**src/rtl/bcd_disp_pkg.sv**
```systemverilog
// Shared constants for the two-digit BCD display multiplexer:
// active-high segment codes (gfedcba), digit-enable codes and digit-select encoding.
package bcd_disp_pkg;

    localparam logic [6:0] SEG_0    = 7'h3F;
    localparam logic [6:0] SEG_1    = 7'h06;
    localparam logic [6:0] SEG_2    = 7'h5B;
    localparam logic [6:0] SEG_3    = 7'h4F;
    localparam logic [6:0] SEG_4    = 7'h66;
    localparam logic [6:0] SEG_5    = 7'h6D;
    localparam logic [6:0] SEG_6    = 7'h7D;
    localparam logic [6:0] SEG_7    = 7'h07;
    localparam logic [6:0] SEG_8    = 7'h7F;
    localparam logic [6:0] SEG_9    = 7'h6F;
    localparam logic [6:0] SEG_DASH = 7'h40;
    localparam logic [6:0] SEG_OFF  = 7'h00;

    localparam logic [1:0] AN_ONES  = 2'b01;
    localparam logic [1:0] AN_TENS  = 2'b10;
    localparam logic [1:0] AN_NONE  = 2'b00;

    localparam logic [3:0] BCD_MAX  = 4'd9;

    typedef enum logic {
        SEL_ONES = 1'b0,
        SEL_TENS = 1'b1
    } sel_e;

    function automatic logic nib_invalid(input logic [3:0] nib);
        return nib > BCD_MAX;
    endfunction

endpackage

```
**src/rtl/bcd_to_seg7.sv**
```systemverilog
// Combinational BCD nibble to active-high seven-segment decoder.
// Non-decimal nibbles show a dash and raise invalid_o.
module bcd_to_seg7
    import bcd_disp_pkg::*;
(
    input  logic [3:0] nib_i,
    output logic [6:0] seg_o,
    output logic       invalid_o
);

    always_comb begin
        invalid_o = nib_invalid(nib_i);
        case (nib_i)
            4'd0:    seg_o = SEG_0;
            4'd1:    seg_o = SEG_1;
            4'd2:    seg_o = SEG_2;
            4'd3:    seg_o = SEG_3;
            4'd4:    seg_o = SEG_4;
            4'd5:    seg_o = SEG_5;
            4'd6:    seg_o = SEG_6;
            4'd7:    seg_o = SEG_7;
            4'd8:    seg_o = SEG_8;
            4'd9:    seg_o = SEG_9;
            default: seg_o = SEG_DASH;
        endcase
    end

endmodule

```
**src/rtl/bcd_display_mux.sv**
```systemverilog
// Two-digit multiplexed seven-segment driver: synchronises the external BCD count,
// latches it only when stable, and scans ones/tens digits at REFRESH_DIV cycles per phase.
module bcd_display_mux
    import bcd_disp_pkg::*;
#(
    parameter int unsigned REFRESH_DIV    = 50000,
    parameter bit          BLANK_LZ       = 1'b1,
    parameter bit          SEG_ACTIVE_LOW = 1'b1
) (
    input  logic       clk,
    input  logic       reset_n,
    input  logic [7:0] count,
    output logic [6:0] seg,
    output logic       dp,
    output logic [1:0] an,
    output logic       invalid
);

    localparam int unsigned    CW       = $clog2(REFRESH_DIV);
    localparam logic [CW-1:0]  CNT_LAST = CW'(REFRESH_DIV - 1);
    // XOR masks turn active-high codes into the configured drive polarity.
    localparam logic [6:0]     SEG_MASK = SEG_ACTIVE_LOW ? 7'h7F : 7'h00;
    localparam logic [1:0]     AN_MASK  = SEG_ACTIVE_LOW ? 2'b11 : 2'b00;
    localparam logic           DP_OFF   = SEG_ACTIVE_LOW;

    logic [7:0]    sync1_q, sync2_q;
    logic [7:0]    disp_val_q, disp_val_d;
    logic [CW-1:0] cnt_q, cnt_d;
    sel_e          sel_q, sel_d;

    logic [6:0]    seg_q, seg_d;
    logic [1:0]    an_q, an_d;
    logic          dp_q;
    logic          inv_q, inv_d;

    logic [3:0]    nib_sel, nib_other;
    logic [6:0]    dec_seg;
    logic          dec_inv;
    logic          blank;
    logic [6:0]    seg_hi;
    logic [1:0]    an_hi;

    always_ff @(posedge clk or negedge reset_n) begin
        if (!reset_n) begin
            sync1_q    <= '0;
            sync2_q    <= '0;
            disp_val_q <= '0;
        end else begin
            sync1_q    <= count;
            sync2_q    <= sync1_q;
            disp_val_q <= disp_val_d;
        end
    end

    // A value still moving through the synchroniser is never latched.
    always_comb begin
        disp_val_d = disp_val_q;
        if (sync1_q == sync2_q) begin
            disp_val_d = sync2_q;
        end
    end

    always_ff @(posedge clk or negedge reset_n) begin
        if (!reset_n) begin
            cnt_q <= '0;
            sel_q <= SEL_ONES;
        end else begin
            cnt_q <= cnt_d;
            sel_q <= sel_d;
        end
    end

    always_comb begin
        cnt_d = cnt_q + CW'(1);
        sel_d = sel_q;
        if (cnt_q == CNT_LAST) begin
            cnt_d = '0;
            sel_d = (sel_q == SEL_ONES) ? SEL_TENS : SEL_ONES;
        end
    end

    always_comb begin
        if (sel_q == SEL_TENS) begin
            nib_sel   = disp_val_q[7:4];
            nib_other = disp_val_q[3:0];
        end else begin
            nib_sel   = disp_val_q[3:0];
            nib_other = disp_val_q[7:4];
        end
    end

    bcd_to_seg7 u_dec (
        .nib_i     (nib_sel),
        .seg_o     (dec_seg),
        .invalid_o (dec_inv)
    );

    always_comb begin
        blank  = BLANK_LZ && (sel_q == SEL_TENS) && (disp_val_q[7:4] == 4'h0);
        seg_hi = blank ? SEG_OFF : dec_seg;
        if (blank) begin
            an_hi = AN_NONE;
        end else begin
            an_hi = (sel_q == SEL_TENS) ? AN_TENS : AN_ONES;
        end
        seg_d = seg_hi ^ SEG_MASK;
        an_d  = an_hi ^ AN_MASK;
        // invalid covers both nibbles regardless of which digit is being scanned.
        inv_d = dec_inv | nib_invalid(nib_other);
    end

    always_ff @(posedge clk or negedge reset_n) begin
        if (!reset_n) begin
            seg_q <= SEG_MASK;
            an_q  <= AN_MASK;
            dp_q  <= DP_OFF;
            inv_q <= 1'b0;
        end else begin
            seg_q <= seg_d;
            an_q  <= an_d;
            dp_q  <= DP_OFF;
            inv_q <= inv_d;
        end
    end

    assign seg     = seg_q;
    assign an      = an_q;
    assign dp      = dp_q;
    assign invalid = inv_q;

endmodule
```
**config.mk**
```make
export PLATFORM = sky130hd
export DESIGN_NAME = bcd_display_mux
export DESIGN_NICKNAME = d
export VERILOG_FILES = /design/src/rtl/bcd_disp_pkg.sv /design/src/rtl/bcd_to_seg7.sv /design/src/rtl/bcd_display_mux.sv
export SDC_FILE = /design/constraint.sdc
export NUM_CORES = 1
export LEC_CHECK = 0
export ABC_CLOCK_PERIOD_IN_PS = 2300
export CAP_MARGIN = 20
export CORE_ASPECT_RATIO = 0.7
export CORE_UTILIZATION = 40
export DETAILED_ROUTE_END_ITERATION = 10
export GPL_TIMING_DRIVEN = 0
export SYNTH_ARGS = -nofsm -noshare
export SYNTH_HDL_FRONTEND = slang
export SYNTH_SLANG_ARGS = --single-unit
```
**constraint.sdc**
```tcl
create_clock -name clk -period 2.3 [get_ports clk]
set_clock_uncertainty 0.1 [all_clocks]
set_input_delay 0.46 -clock clk [delete_from_list [all_inputs] [get_ports clk]]
set_output_delay 0.46 -clock clk [all_outputs]
set_load 0.01 [all_outputs]
```
==> load_flow_metrics.sql <==
INSERT INTO impl_metrics (metric_group, metric, value, unit) VALUES
('run_status', 'status', 'completed', ''),
('clocking', 'numClockSinks', '51', ''),
('route', 'routed_via_density', '4.75', ''),
('synth', 'synth_area', '0.00210', 'mm2'),
('timing', 'hold_viol_final', '0', ''),
('pwr', 'clkPwrFrac', '0.358', ''),
('clocking', 'cts.clk_slew.worst_paths', '0.09', 'ns'),
('placed_design', 'dpl.cell_count', '256', ''),
('synth', 'synthesis.yosys.warnings', '0', ''),
('synth', 'mappedNetlistNets', '183', ''),
('synth', 'synth_seq_cells', '51', ''),
('pwr', 'seqPwrFrac', '0.509', ''),
('setup_path', 'worstReg2RegStart', 'cnt_q[0]', ''),
('route', 'post_drt_wl_per_cell', '12.5', 'um'),
('job', 'cap_violations', '0', ''),
('floorplan', 'dieHeight', '62.6', 'um'),
('timing', 'achievable-frequency', '491', 'MHz'),
('setup_path', 'worstSetupStartpointType', 'register', ''),
('floorplan', 'die-area', '0.00555', 'mm2'),
('global_routing', 'grt_usage', '0.143', ''),
('global_routing', 'grt_max_degree', '36', ''),
('global_routing', 'grt_first_pass_wirelength', '5980', 'um'),
('synth', 'synth_sequential_area_ratio', '0.613', ''),
('clocking', 'htreeDepth', '2', ''),
('pwr', 'net-switching-power', '449', 'uW'),
('setup_path', 'critPathTopFamily', 'simple AND/OR/NAND/NOR gates', ''),
('setup_path', 'worstSetupEndpointType', 'register', ''),
('clocking', 'cts-buffers-inserted', '5', ''),
('pwr', 'cellInternalPower', '1.57', 'mW'),
('setup_path', 'worstPathBufferInverterCount', '0', ''),
('route', 'totalWireLength', '3320', 'um'),
('floorplan', 'floorplan.initialDensity', '0.428', ''),
('timing', 'grt_setup_unrepaired', 'false', ''),
('pwr', 'ir_drop', '0.000366', 'V'),
('setup_path', 'setup.worst_path.class', 'reg2reg', ''),
('timing', 'slew-limit-headroom', '0.566', ''),
('route', 'total_number_of_vias', '1258', ''),
('pwr', 'power_density', '796', 'mW/mm2'),
('cells_and_area', 'finish.cell_count_without_fillers', '265', ''),
('cells_and_area', 'fin_nets', '211', ''),
('setup_path', 'timing.critical_path.from', 'cnt_q[0]', ''),
('timing', 'setup_tns', '0', 'ns'),
('placed_design', 'finalWeightedCongestion', '0.760', ''),
('synth', 'synth_cell_type_count', '27', ''),
('timing', 'setup_viol', '0', ''),
('setup_path', 'cp_cell_sequence', 'ha_1, nand3_1, nor4_4, and2b_2', ''),
('clocking', 'cts.repair.resized', '0', ''),
('timing', 'final_cycle_share', '0.885', ''),
('clocking', 'tritoncts', 'built', ''),
('route', 'detailedRoute.firstIterationViolations', '49', ''),
('worst_hold_path', 'hold_class', 'reg2reg', ''),
('cells_and_area', 'drive_above_1_share', '0.173', ''),
('pwr', 'power.share.switching', '0.223', ''),
('clocking', 'cts_buffer_depth', '2', ''),
('floorplan', 'placement_rows', '21', ''),
('timing', 'final_max_slew_viol_count', '0', ''),
('placed_design', 'hpwlAfterDp', '2460', 'um'),
('synth', 'postSynthAreaPerCell', '12.6', 'um2'),
('floorplan', 'num_io_pins', '21', ''),
('cells_and_area', 'final_common_cell', 'sky130_fd_sc_hd__dfrtp_1', ''),
('floorplan', 'placeableCoreArea', '0.00491', 'mm2'),
('global_routing', 'via_count_of_the_first_global_routing_pass', '1293', ''),
('floorplan', 'die_x', '88.6', 'um'),
('clocking', 'post_cts.repair.setup_buffers', '0', ''),
('clocking', 'clk_latency', '0.30', 'ns'),
('cells_and_area', 'most-common-layout-cells', '42 x sky130_fd_sc_hd__dfrtp_1, 18 x sky130_fd_sc_hd__clkdlybuf4s50_1, 16 x sky130_fd_sc_hd__nor2_1, 16 x sky130_fd_sc_hd__xnor2_1, 10 x sky130_fd_sc_hd__mux2_2', ''),
('synth', 'netlist_instances', '167', ''),
('cells_and_area', 'insertedDiodeCount', '0', ''),
('route', 'post_drt_antenna_nets', '0', ''),
('timing', 'final_period_minus_worst_setup_slack', '2.04', 'ns'),
('setup_path', 'timing.critical_path.slowest_cell_delay', '0.65', 'ns');
## synth_stat cells
master / number / share of area
sky130_fd_sc_hd__mux2i_1: 5 / 0.024
sky130_fd_sc_hd__dfstp_2: 9 / 0.11
sky130_fd_sc_hd__conb_1: 1 / 0.0018
sky130_fd_sc_hd__clkbuf_1: 1 / 0.0018
sky130_fd_sc_hd__o21ai_0: 8 / 0.019
sky130_fd_sc_hd__inv_1: 5 / 0.0089
sky130_fd_sc_hd__nor4_1: 4 / 0.012
sky130_fd_sc_hd__and2b_2: 1 / 0.0042
sky130_fd_sc_hd__nand2_1: 9 / 0.016
sky130_fd_sc_hd__nor2_1: 16 / 0.029
sky130_fd_sc_hd__buf_2: 1 / 0.0024
sky130_fd_sc_hd__xnor2_1: 16 / 0.067
sky130_fd_sc_hd__nor4_4: 1 / 0.010
sky130_fd_sc_hd__buf_4: 1 / 0.0036
sky130_fd_sc_hd__xor2_1: 7 / 0.029
sky130_fd_sc_hd__a21boi_0: 1 / 0.0036
sky130_fd_sc_hd__dfrtp_1: 42 / 0.50
sky130_fd_sc_hd__or4b_4: 1 / 0.0065
sky130_fd_sc_hd__o211ai_1: 2 / 0.0071
sky130_fd_sc_hd__nor3_1: 3 / 0.0071
sky130_fd_sc_hd__o21a_1: 1 / 0.0036
sky130_fd_sc_hd__nand4_1: 5 / 0.015
sky130_fd_sc_hd__a21oi_1: 1 / 0.0024
sky130_fd_sc_hd__mux2_2: 10 / 0.054
sky130_fd_sc_hd__nand2b_1: 1 / 0.0030
sky130_fd_sc_hd__ha_1: 6 / 0.036
sky130_fd_sc_hd__nand3_1: 9 / 0.021
## metal layers
layer | vias to the layer above | GRT usage | wire length, um
li1 | 619 | - | -
met1 | 603 | 0.195 | 1680
met2 | 30 | 0.206 | 1430
met3 | 6 | 0.0476 | 149
met4 | 0 | 0.0645 | 70
met5 | - | 0 | 0
## worst register-to-register path, stage by stage, from the launching register on
cell                      delay (ns)
sky130_fd_sc_hd__dfrtp_1        0.40
sky130_fd_sc_hd__ha_1           0.20
sky130_fd_sc_hd__nand3_1        0.30
sky130_fd_sc_hd__nor4_4         0.65
sky130_fd_sc_hd__and2b_2        0.28
## power by group through the flow
stage | registers [mW] | clock network (mW) | logic (mW)
floorplan | 1.06 | 0 | 0.118
global placement | 1.04 | 0 | 0.261
detailed placement | 1.05 | 0 | 0.268
CTS | 1.03 | 0.737 | 0.271
global route | 1.04 | 0.777 | 0.296
finish | 1.03 | 0.723 | 0.269
## area by class of cell
cell class                 count  area, um2
buffer                         3       16.3
clock buffer                   5       68.8
clock inverter                 3       67.6
fill                         427       2370
inverter                       5       18.8
multi-input combinational    108        778
sequential                    51       1290
tap                           69       86.3
timing repair buffer          21        215
## kinds of logic (layout without fill, tap and decap cells)
kind of cell	Yosys count	after routing	share of synthesized area
other	1	1	0.00179
xor gates and xnor gates	23	23	0.0959
muxes	15	15	0.0774
buffers and inverters	8	37	0.0167
adders and majority gates	6	6	0.0357
and+or+nand+nor	50	50	0.124
DFF	51	51	0.613
AOI/OAI and AO/OA	13	13	0.0357
## flip-flops by register name (all words and copies together), names as in the netlist
register / count
sync2_q: 8
an: 2
sel_q: 1
seg: 7
cnt_q: 16
invalid: 1
disp_val_q: 8
sync1_q: 8
## what timing repair did
| action | CTS | global route |
|---|---|---|
| endpoints found under the setup margin | 0 | 0 |
| hold buffers | 1 | 0 |
| endpoints found under the hold margin | 7 | 0 |
## final timing paths
check                        endpoint  slack, ns  depth (start not counted)
max                          cnt_q[1]       0.26                          4
min                        sync2_q[4]       0.30                          0
max reg2reg                  cnt_q[1]       0.26                          4
min reg2reg                sync2_q[4]       0.30                          0
max in group asynchronous    cnt_q[1]       1.09                          3
min in group asynchronous  sync1_q[6]       0.51                          2
## per-stage QoR
stage / hold WS (ns) / setup WS (ns) / power [mW] / utilization / cell area (um2)
5_1_grt: 0.310 / 0.0556 / 2.11 / 0.517 / 2540
2_1_floorplan: 0.0644 / 0.445 / 1.18 / - / 2100
3_5_place_dp: 0.279 / 0.270 / 1.31 / 0.487 / 2390
6_report: 0.297 / 0.264 / 2.02 / 0.517 / 2540
4_1_cts: 0.303 / 0.256 / 2.04 / 0.517 / 2540
3_3_place_gp: 0.282 / -0.637 / 1.31 / 0.484 / 2380
(Power assumes the default switching activity.)
==> RTL edit 1: new RTL, same flow settings <==
Register the output `seg` once more, cleared by the reset; this adds one clock of latency there. The other outputs are not delayed to match.
--- a/src/rtl/bcd_display_mux.sv
+++ b/src/rtl/bcd_display_mux.sv
@@ -123,7 +123,13 @@
         end
     end
 
-    assign seg     = seg_q;
+    always_ff @(posedge clk or negedge reset_n) begin
+        if (!reset_n) begin
+            seg <= '0;
+        end else begin
+            seg <= seg_q;
+        end
+    end
     assign an      = an_q;
     assign dp      = dp_q;
     assign invalid = inv_q;
Check against the original RTL: not equivalent (a bounded check fails within 4 cycles, from zero or initial values and one cycle with reset_n low).
==> RTL edit 1 against the unedited design <==
Design area rose by 12%; worst hold slack got worse by 0.0082 ns; highest routed layer unchanged; critical endpoint unchanged; setup slack got worse by 0.026 ns; clock power rose by 59%; sequential share of layout area rose by 0.92 points; area after synthesis rose by 8.3%; sequential cell count rose by 7; largest cell class unchanged; power rose by 30%; wire length rose by 12%.
==> RTL edit 1: results (changes against the unedited design) <==
\begin{tabular}{lr}
\hline
Metric & Value \\
\hline
\multicolumn{2}{l}{\textbf{Placed design}} \\
\quad Detailed-placement wirelength estimate & 2646 µm (+7.5\%) \\
\quad Place WS & 0.2473 ns (-0.02264 ns) \\
\quad Final RePlAce weighted congestion & 0.7906 (+4.0\%) \\
\quad Placed Instance Area & 0.002571 mm² (+7.5\%) \\
\multicolumn{2}{l}{\textbf{Setup path}} \\
\quad Data arrival time at the worst-slack endpoint & 2.19 ns (+0.06 ns) \\
\multicolumn{2}{l}{\textbf{Synth}} \\
\quad Adder and majority cell fraction of the synthesized area & 0.03299 (-0.002750) \\
\quad Compound-gate portion of the synthesized area & 0.03299 (-0.002750) \\
\quad Mux cell area share after synthesis & 0.07147 (-0.005959) \\
\quad Synthesized-area fraction occupied by xor and xnor cells & 0.08851 (-0.007380) \\
\quad Synth Area per Inst & 13.08 µm² (+4.0\%) \\
\quad Top area cells in the synthesized netlist & dfrtp\_1 54\%, dfstp\_2 10\%, xnor2\_1 6.2\% \\
\quad Post-synthesis net count & 190 (+3.8\%) \\
\quad Post-synth top cells & 49 x dfrtp\_1, 16 x nor2\_1, 16 x xnor2\_1 \\
\quad Post-synthesis sequential area ratio & 0.6427 (+0.02980) \\
\multicolumn{2}{l}{\textbf{STA}} \\
\quad Max transition margin & 0.5716 (+0.005312) \\
\multicolumn{2}{l}{\textbf{Clock tree}} \\
\quad H-tree levels & 3 (+1) \\
\quad Inserted Clock Buffers & 9 (+4) \\
\multicolumn{2}{l}{\textbf{Power and ir drop}} \\
\quad Leakage power summed over all cells & 0.001282 µW (+14\%) \\
\multicolumn{2}{l}{\textbf{Global route}} \\
\quad Global-route wire length before repair & 6762 µm (+13\%) \\
\quad Vias in the first global route & 1483 (+15\%) \\
\quad Pin count of the biggest net entering global routing & 40 (+11\%) \\
\multicolumn{2}{l}{\textbf{Final layout}} \\
\quad Fill cell count & 468 (+9.6\%) \\
\quad Area occupied by registers & 0.001463 mm² (+14\%) \\
\multicolumn{2}{l}{\textbf{Route}} \\
\quad 1st-iter DRT viols & 69 (+41\%) \\
\quad Vias/cell & 4.951 (+4.3\%) \\
\quad Wire length after detailed routing & 3729 µm (+12\%) \\
\multicolumn{2}{l}{\textbf{Worst hold path}} \\
\quad Hold wc startpoint & seg\_q[6] \\
\multicolumn{2}{l}{\textbf{Outcome}} \\
\quad Outcome & complete, no violations \\
\hline
\end{tabular}
## RTL edit 1: final timing paths
| check | slack [ns] | endpoint |
|---|---|---|
| setup / recovery | 0.24 | cnt_q[1] |
| hold / removal | 0.29 | seg[6] |
| setup reg to reg | 0.24 | cnt_q[1] |
| hold reg to reg | 0.29 | seg[6] |
| max in group asynchronous | 0.96 | seg_q[4] |
| min in group asynchronous | 0.52 | cnt_q[8] |
## RTL edit 1: where the power goes
part / switching, µW / internal [µW] / leakage (µW) / total (µW)
sequential: 45.7 / 1150 / 0.000717 / 1190
combinational: 126 / 145 / 0.000436 / 271
clock: 380 / 774 / 0.000129 / 1150
## RTL edit 1: cells by family (layout without fill, tap and decap cells)
logic type                 Yosys count  after routing
DFF                                 58             58
buffers and inverters                8             45
AOI/OAI and AO/OA                   13             13
and+or+nand+nor                     50             50
other                                1              1
muxes                               15             15
adders and majority gates            6              6
xor gates and xnor gates            23             23
## RTL edit 1: per-layer routing
layer  global-route usage  up-vias  share of wire
met5                    0        -              0
met4              0.09375        0          0.021
met3              0.07292       12          0.063
met2               0.2313       47           0.47
met1               0.1781      688           0.45
li1                     -      654              -
## RTL edit 1: area by class of cell
| type | instances | area share |
|---|---|---|
| well taps | 72 | 0.03180 |
| flip-flops and latches | 58 | 0.5163 |
| repair buffers | 21 | 0.07597 |
| plain buffers | 3 | 0.005742 |
| multi-input cells | 108 | 0.2747 |
| clock inverters | 5 | 0.03534 |
| inverters | 5 | 0.006625 |
| clock buffers | 11 | 0.05345 |
## RTL edit 1: repair_timing
action | 4_1_cts | 5_1_grt
hold buffers | 1 | 0
setup buffers | 0 | 0
hold endpoints to repair | 19 | 0
gates resized for setup | 0 | 0
==> RTL edit 2: new RTL, same flow settings <==
Without the edit above. Set the package constant `BCD_MAX` to 4'd4 (it was 4'd9).
--- a/src/rtl/bcd_disp_pkg.sv
+++ b/src/rtl/bcd_disp_pkg.sv
@@ -19,7 +19,7 @@
     localparam logic [1:0] AN_TENS  = 2'b10;
     localparam logic [1:0] AN_NONE  = 2'b00;
 
-    localparam logic [3:0] BCD_MAX  = 4'd9;
+    localparam logic [3:0] BCD_MAX  = 4'd4;
 
     typedef enum logic {
         SEL_ONES = 1'b0,
Function: changed (Yosys sat finds a counterexample within 10 cycles, from zero or initial values and one cycle with reset_n low).
==> RTL edit 2 against the unedited design <==
Combinational power up 3%; power down 5.3%; synthesized cell count down 0.60%; sequential cell count unchanged; wire length down 2.9%; area after synthesis up 0.30%; setup slack worse by 0.020 ns; design area down 1.2%; critical path type unchanged.
==> RTL edit 2: results (changes against the unedited design) <==
\begin{tabular}{lr}
\hline
Metric & Value \\
\hline
\multicolumn{2}{l}{\textbf{Outcome}} \\
\quad Outcome & complete, no violations \\
\multicolumn{2}{l}{\textbf{Power and ir drop}} \\
\quad Leakage power summed over all cells & 0.001086 µW (-3.6\%) \\
\quad Power spent charging and discharging nets & 440.1 µW (-2.1\%) \\
\quad Highest ir drop seen on vdd & 0.0003722 V (+1.6\%) \\
\multicolumn{2}{l}{\textbf{Worst hold path}} \\
\quad Worst min-delay path class & input pin to asynchronous set/reset pin \\
\multicolumn{2}{l}{\textbf{STA}} \\
\quad Final clock period utilization by the worst path & 0.8943 (+0.008893) \\
\quad Slew @ Worst Pin & 0.6068 ns (-0.04137 ns) \\
\multicolumn{2}{l}{\textbf{Setup path}} \\
\quad Register-to-register setup slack & 0.24 ns (-0.02 ns) \\
\quad Slowest stage cell, crit path & mux2i\_1 \\
\quad Worst R2R Start & sel\_q \\
\multicolumn{2}{l}{\textbf{Final layout}} \\
\quad Non-clk bufs & 23 (-4.2\%) \\
\quad Multi-input gates & 107 (-0.93\%) \\
\quad Fill cell count & 441 (+3.3\%) \\
\multicolumn{2}{l}{\textbf{Synth}} \\
\quad Post-synth top cells & 42 x dfrtp\_1, 17 x xnor2\_1, 14 x nor2\_1 \\
\quad Adder and majority cell fraction of the synthesized area & 0.03563 (-0.0001061) \\
\quad Post-synthesis net count & 182 (-0.55\%) \\
\quad Synthesized-area fraction occupied by xor and xnor cells & 0.09561 (-0.0002847) \\
\quad Post-synthesis sequential area ratio & 0.6110 (-0.001820) \\
\quad Unique masters post-synth & 29 (+7.4\%) \\
\multicolumn{2}{l}{\textbf{Global route}} \\
\quad Met2 capacity usage during global routing & 0.1990 (-0.006731) \\
\quad GRT met1 Usage & 0.2119 (+0.01674) \\
\quad Global-route wire length before repair & 6065 µm (+1.4\%) \\
\quad Overall routing resource usage & 0.1433 (+0.0003230) \\
\multicolumn{2}{l}{\textbf{Placed design}} \\
\quad Final RePlAce weighted congestion & 0.7677 (+1.0\%) \\
\quad Detailed-placement wirelength estimate & 2433 µm (-1.2\%) \\
\multicolumn{2}{l}{\textbf{Route}} \\
\quad Routed vias & 1269 (+0.87\%) \\
\hline
\end{tabular}
==> RTL edit 2: per-layer routing <==
| layer | up-vias | wire [µm] |
|---|---|---|
| met4 | 0 | 37 |
| met2 | 34 | 1394 |
| met3 | 5 | 160 |
| li1 | 619 | - |
| met5 | - | 0 |
| met1 | 611 | 1634 |
==> RTL edit 2: how the worst max path moves through the flow <==
stage / cells after the start / from / endpoint
after floorplan: 3 / cnt_q[7] / cnt_q[1]
after global placement: 1 / reset_n / cnt_q[7]
after detailed placement: 5 / sel_q / seg[2]
after CTS: 3 / cnt_q[7] / cnt_q[1]
after global routing: 5 / sel_q / seg[5]
final: 5 / sel_q / seg[2]
==> RTL edit 2: through the flow <==
step | power, µW | instances | cell area, µm²
floorplan | 1187 | 166 | 2107
global placement | 1325 | 254 | 2384
detailed placement | 1334 | 255 | 2399
CTS | 1941 | 263 | 2509
global route | 2018 | 263 | 2509
finish | 1912 | 263 | 2509
